`src/rtl/lut_loader_pkg.sv`:
```
// rtl/lut_loader_pkg.sv - shared types and constants for the LUT stream loader
package lut_loader_pkg;

    typedef enum logic [1:0] {
        IDLE = 2'd0,
        RECV = 2'd1,
        CSUM = 2'd2
    } state_t;

    localparam logic [7:0] SYNC_BYTE_DEFAULT = 8'hA5;
    localparam int         CSUM_WIDTH        = 8;

    function automatic int bytes_per_word(input int data_width);
        return data_width / 8;
    endfunction

endpackage

```
`src/rtl/lut_word_assembler.sv`:
```
// rtl/lut_word_assembler.sv - MSB-first byte-to-word shifter with registered word-ready strobe
module lut_word_assembler
    import lut_loader_pkg::*;
#(
    parameter int DATA_WIDTH = 16
) (
    input  logic                  clk,
    input  logic                  rst_n,
    input  logic                  clr,
    input  logic                  in_valid,
    input  logic [7:0]            in_data,
    output logic [DATA_WIDTH-1:0] word,
    output logic                  last_byte,
    output logic                  word_ready
);

    localparam int BPW = bytes_per_word(DATA_WIDTH);

    logic [2:0] cnt;

    assign last_byte = (cnt == 3'(BPW - 1));

    // word_ready lands one cycle after the final byte, when word already holds it
    always_ff @(posedge clk) begin
        if (!rst_n) begin
            cnt        <= '0;
            word       <= '0;
            word_ready <= 1'b0;
        end else begin
            word_ready <= in_valid && last_byte;
            if (clr) begin
                cnt <= '0;
            end else if (in_valid) begin
                cnt  <= last_byte ? 3'd0 : cnt + 3'd1;
                word <= (word << 8) | DATA_WIDTH'(in_data);
            end
        end
    end

endmodule

```
`src/rtl/lut_stream_loader.sv`:
```
// rtl/lut_stream_loader.sv - framed byte-stream writer for single-port lookup-table RAMs
module lut_stream_loader
    import lut_loader_pkg::*;
#(
    parameter int         ADDR_WIDTH = 10,
    parameter int         DATA_WIDTH = 16,
    parameter logic [7:0] SYNC_BYTE  = SYNC_BYTE_DEFAULT,
    parameter int         TIMEOUT    = 50000
) (
    input  logic                  clk,
    input  logic                  rst_n,
    input  logic                  s_valid,
    output logic                  s_ready,
    input  logic [7:0]            s_data,
    input  logic [ADDR_WIDTH-1:0] lkp_addr,
    output logic [DATA_WIDTH-1:0] lkp_data,
    output logic [ADDR_WIDTH-1:0] ram_addr,
    output logic [DATA_WIDTH-1:0] ram_wr_data,
    output logic                  ram_wr_en,
    input  logic [DATA_WIDTH-1:0] ram_rd_data,
    output logic                  busy,
    output logic                  tbl_valid,
    output logic                  load_done,
    output logic                  load_err
);

    localparam int TW = $clog2(TIMEOUT + 1);

    state_t                state, state_nx;
    logic [ADDR_WIDTH-1:0] waddr;
    logic [CSUM_WIDTH-1:0] sum, sum_chk;
    logic [TW-1:0]         tcnt;
    logic                  tbl_valid_d;
    logic                  accept, in_frame, tout_hit, sync_seen, byte_recv, csum_take, table_end;
    logic                  last_byte, word_ready;
    logic                  done_nx, err_nx, tbl_valid_nx;

    assign accept    = s_valid && s_ready;
    assign in_frame  = (state != IDLE);
    assign sync_seen = (state == IDLE) && accept && (s_data == SYNC_BYTE);
    assign byte_recv = (state == RECV) && accept;
    assign csum_take = (state == CSUM) && accept;
    // An accepted byte beats an expiring counter on the same cycle
    assign tout_hit  = in_frame && !accept && (tcnt == TW'(TIMEOUT - 1));
    // Leave RECV on the final byte so a back-to-back checksum byte is never taken as data
    assign table_end = byte_recv && last_byte && (waddr == '1);
    assign sum_chk   = sum + s_data;

    lut_word_assembler #(.DATA_WIDTH(DATA_WIDTH)) u_asm (
        .clk        (clk),
        .rst_n      (rst_n),
        .clr        (sync_seen),
        .in_valid   (byte_recv),
        .in_data    (s_data),
        .word       (ram_wr_data),
        .last_byte  (last_byte),
        .word_ready (word_ready)
    );

    always_ff @(posedge clk) begin
        if (!rst_n) begin
            state <= IDLE;
        end else begin
            state <= state_nx;
        end
    end

    always_comb begin
        state_nx = state;
        case (state)
            IDLE:    if (sync_seen) state_nx = RECV;
            RECV:    if (table_end) state_nx = CSUM;
                     else if (tout_hit) state_nx = IDLE;
            CSUM:    if (csum_take || tout_hit) state_nx = IDLE;
            default: state_nx = IDLE;
        endcase
    end

    always_comb begin
        done_nx      = csum_take && (sum_chk == '0);
        err_nx       = (csum_take && (sum_chk != '0)) || tout_hit;
        tbl_valid_nx = tbl_valid;
        if (sync_seen) tbl_valid_nx = 1'b0;
        else if (done_nx) tbl_valid_nx = 1'b1;
    end

    always_ff @(posedge clk) begin
        if (!rst_n) begin
            s_ready     <= 1'b0;
            busy        <= 1'b0;
            load_done   <= 1'b0;
            load_err    <= 1'b0;
            tbl_valid   <= 1'b1;
            tbl_valid_d <= 1'b1;
            waddr       <= '0;
            sum         <= '0;
            tcnt        <= '0;
        end else begin
            s_ready     <= 1'b1;
            busy        <= (state_nx != IDLE);
            load_done   <= done_nx;
            load_err    <= err_nx;
            tbl_valid   <= tbl_valid_nx;
            tbl_valid_d <= tbl_valid;
            if (sync_seen) begin
                waddr <= '0;
                sum   <= '0;
            end else begin
                if (word_ready) waddr <= waddr + 1'b1;
                if (byte_recv)  sum   <= sum_chk;
            end
            if (!in_frame || accept) tcnt <= '0;
            else                     tcnt <= tcnt + 1'b1;
        end
    end

    assign ram_addr  = busy ? waddr : lkp_addr;
    assign ram_wr_en = word_ready && busy;
    assign lkp_data  = tbl_valid_d ? ram_rd_data : '0;

endmodule

```
`config.mk`:
```
export PLATFORM = sky130hd
export DESIGN_NAME = lut_stream_loader
export DESIGN_NICKNAME = d
export VERILOG_FILES = /design/src/rtl/lut_loader_pkg.sv /design/src/rtl/lut_word_assembler.sv /design/src/rtl/lut_stream_loader.sv
export SDC_FILE = /design/constraint.sdc
export NUM_CORES = 1
export LEC_CHECK = 0
export CORE_AREA = 10 10 93 95
export CTS_CLUSTER_SIZE = 24
export DETAILED_ROUTE_END_ITERATION = 16
export DIE_AREA = 0 0 103 105
export DONT_BUFFER_PORTS = 1
export PLACE_DENSITY = 0.62
export SYNTH_ARGS = -nofsm -noshare
export SYNTH_HDL_FRONTEND = slang
export SYNTH_SLANG_ARGS = --single-unit
export TNS_END_PERCENT = 1
```
`constraint.sdc`:
```
create_clock -name clk -period 4.06 [get_ports clk]
set_clock_uncertainty 0.2 [all_clocks]
set_input_delay 1.218 -clock clk [delete_from_list [all_inputs] [get_ports clk]]
set_output_delay 1.218 -clock clk [all_outputs]
set_load 0.05 [all_outputs]
```
==> impl_metrics.csv <==
group,metric,value,unit
outcome,outcome,"finished, final reports clean",
global_routing,grt_pass1_vias,2384,
final_layout,n_antenna_cell,0,
final_layout,drive_above_1_share,0.08493,
final_layout,area_delta_synth_final,10.75,%
yosys,avgSynthCellArea,8.396,um^2
worst_setup_path,required,4100,ps
worst_setup_path,r2r_cells,8,
pwr,ir_worst_vdd,0.0002077,V
clock_tree,clockRootBuffer,"clkbuf_8",
hold_path,min_path_cells,1,
sta,rsz0062_at_grt,"false",
worst_setup_path,crit_path_max_incr_delay,570,ps
global_routing,grt_pass1_wl,11.51,mm
floorplan,die-area,10820,um^2
yosys,synth_edf_count,0,
worst_setup_path,r2r-end,"load_done$_SDFF_PN0_",
clock_tree,holdBufCountCts,0,
placement,dp_hpwl,5.409,mm
pwr,p_leak,1.159,nW
clock_tree,post_cts_buffers,0,
yosys,synthCells,359,
yosys,synth_warnings,0,
yosys,synthTopCellsByCount,"dfxtp_1 (62), nand2_1 (57), nor2_1 (46)",
route,drc,0,
sta,period_needed,3100,ps
global_routing,grt_max_degree,27,
yosys,synth_cell_types,47,
floorplan,chipWidth,103,um
yosys,synthArstFlopShare,0,
global_routing,track_usage,0.1304,
hold_path,holdCritStartpoint,"tcnt[0]$_SDFF_PP0_",
sta,maxSlewHeadroom,0.5741,
clock_tree,cts_buffers,9,
route,drtAntennaViolNets,0,
placement,port_buffers,0,
worst_setup_path,cp_slowest_cell,"or4b_1",
route,finalWirelength,7.179,mm
floorplan,initial_utilization,0.4461,
route,vias_per_cell,5.503,
worst_setup_path,r2r_slack,1480,ps
clock_tree,clock_sinks,62,
clock_tree,tritoncts,"built",
route,drt_iter0_markers,108,
route,wl_per_cell,16.13,um
hold_path,whs_endpoint,"tcnt[0]$_SDFF_PP0_",
sta,period_share,0.7635,
yosys,synth_largest_area_cell,"dfxtp_1",
sta,fmax,0.3226,GHz
sta,worst_pin_slew,638.2,ps
clock_tree,clock_latency,340,ps
final_layout,fin_nets,407,
yosys,syn-num-nets,406,
yosys,yosysMostFrequentCell,"dfxtp_1",
sta,finalSetupViolations,0,
floorplan,core-area,6756,um^2
pwr,power.total,0.001366,W
route,dr.pass1.iters,4,
global_routing,gr-usage-met1,0.1568,
clock_tree,cts_resized,0,
global_routing,antenna_found_initial,0,
sta,drv_slew,0,
hold_path,hold_class,"reg2reg",
yosys,syn-cell-area,3014,um^2
worst_setup_path,crit_type,"in2reg",
worst_setup_path,crit_chain,"ha_1 > inv_1 > fa_1 > nand2b_1 > a21oi_1 > o311ai_1 > or4b_1 > nor4_1",
job,maxCapViolCount,0,
clock_tree,htree_levels,3,
clock_tree,clockBufferDepth,2,
sta,hold_viol_final,0,
pwr,p_per_area,409.3,nW/um^2
placement,gp_congestion,0.8520,
global_routing,met2_usage,0.2110,
floorplan,die_h,105,um
yosys,synth_ff_type,"dfxtp_1",
worst_setup_path,worstPathMaxFanout,3,
worst_setup_path,arrival,3140,ps
floorplan,ios,85,
worst_setup_path,critical_path.endpoint_type,"flip-flop",
route,vias,2449,
yosys,synth_top_area_frac,0.4118,
sta,fin_setup_tns,0,ps
global_routing,met3_usage,0.04018,
worst_setup_path,cp-start-kind,"primary input",
worst_setup_path,r2r_start,"sum[0]$_SDFFE_PP0N_",
global_routing,top_usage_layer,"met2",
floorplan,rows,30,
yosys,ys_seq_area_frac,0.4118,
yosys,synth.area.top_cells,"dfxtp_1 (41%), nand2_1 (7.1%), nor2_1 (5.7%)",
global_routing,gr-total-overflow,0,
yosys,ys_ff_latch,62,
clock_tree,path_clk_slew,70,ps
## through the flow
step                      hold slack (ps)  setup slack, ps  instance area (um^2)    util  cells
after detailed placement            238.1            614.2                  3092  0.4576    429
final                               246.1            960.0                  3338  0.4941    445
after global routing                260.9            886.1                  3338  0.4941    445
after CTS                           248.4            972.7                  3338  0.4941    445
after floorplan                     217.5            819.6                  3014       -    359
after global placement              235.6            717.3                  3092  0.4576    429
## cell type report
class / count / area [um^2]
Sequential cell: 62 / 1241
Multi-Input combinational cell: 275 / 1690
Clock buffer: 9 / 123.9
Clock inverter: 7 / 122.6
Inverter: 8 / 30.03
Tap cell: 80 / 100.1
Fill cell: 621 / 3418
Timing Repair Buffer: 4 / 30.03
## worst max-delay path by stage
| stage | from | to | slack [ps] | cells after the start |
|---|---|---|---|---|
| after detailed placement | s_data[0] | tbl_valid$_SDFFE_PN1P_ | 610 | 8 |
| after global routing | s_data[0] | load_done$_SDFF_PN0_ | 890 | 8 |
| after global placement | s_data[0] | tbl_valid$_SDFFE_PN1P_ | 720 | 8 |
| after floorplan | s_data[0] | tbl_valid$_SDFFE_PN1P_ | 820 | 8 |
| after CTS | s_data[0] | load_done$_SDFF_PN0_ | 970 | 8 |
| final | s_data[0] | load_done$_SDFF_PN0_ | 960 | 8 |
## layout by cell type, fill, tap and decap left out, drive strengths merged, types with 6 or more instances in the layout
cell	instances
xor2	18
clkbuf	9
mux2	10
inv	8
dfxtp	62
nand4	6
ha	9
nand2	57
and2	18
xnor2	11
nor2	46
a21oi	30
nand3	10
## cell families after synthesis
family	share of synthesized area
buffers and inverters	0.02740
and+or+nand+nor	0.2806
muxes	0.04068
adders and majority gates	0.04400
DFF	0.4118
AOI/OAI and AO/OA	0.1113
xor gates and xnor gates	0.08427
## metal layers
metal	wire, um	up-vias	share of wire
met4	114	0	0.016
met2	3283	92	0.46
met5	0	-	0
li1	-	1231	-
met3	490	10	0.068
met1	3291	1116	0.46
## critical path: cells and delay by family
family	cells	cell delay (ps)
compound gates	2	310
simple gates	3	970
buf+inv	1	70
fa+ha+maj	2	580
## report_power, final
part / total (W) / switching (W) / internal (W)
Combinational: 0.0000934 / 0.0000741 / 0.0000193
Clock: 0.000662 / 0.000253 / 0.000409
Sequential: 0.000611 / 0.00000252 / 0.000608
## registers in the layout, indices dropped and copies added (netlist names)
name              flops
state                 2
load_done             1
tcnt                 16
s_ready               1
u_asm.word_ready      1
u_asm.cnt             3
busy                  1
tbl_valid_d           1
tbl_valid             1
sum                   8
waddr                10
load_err              1
u_asm.word           16
No activity file was read; power rests on OpenSTA's default activity.
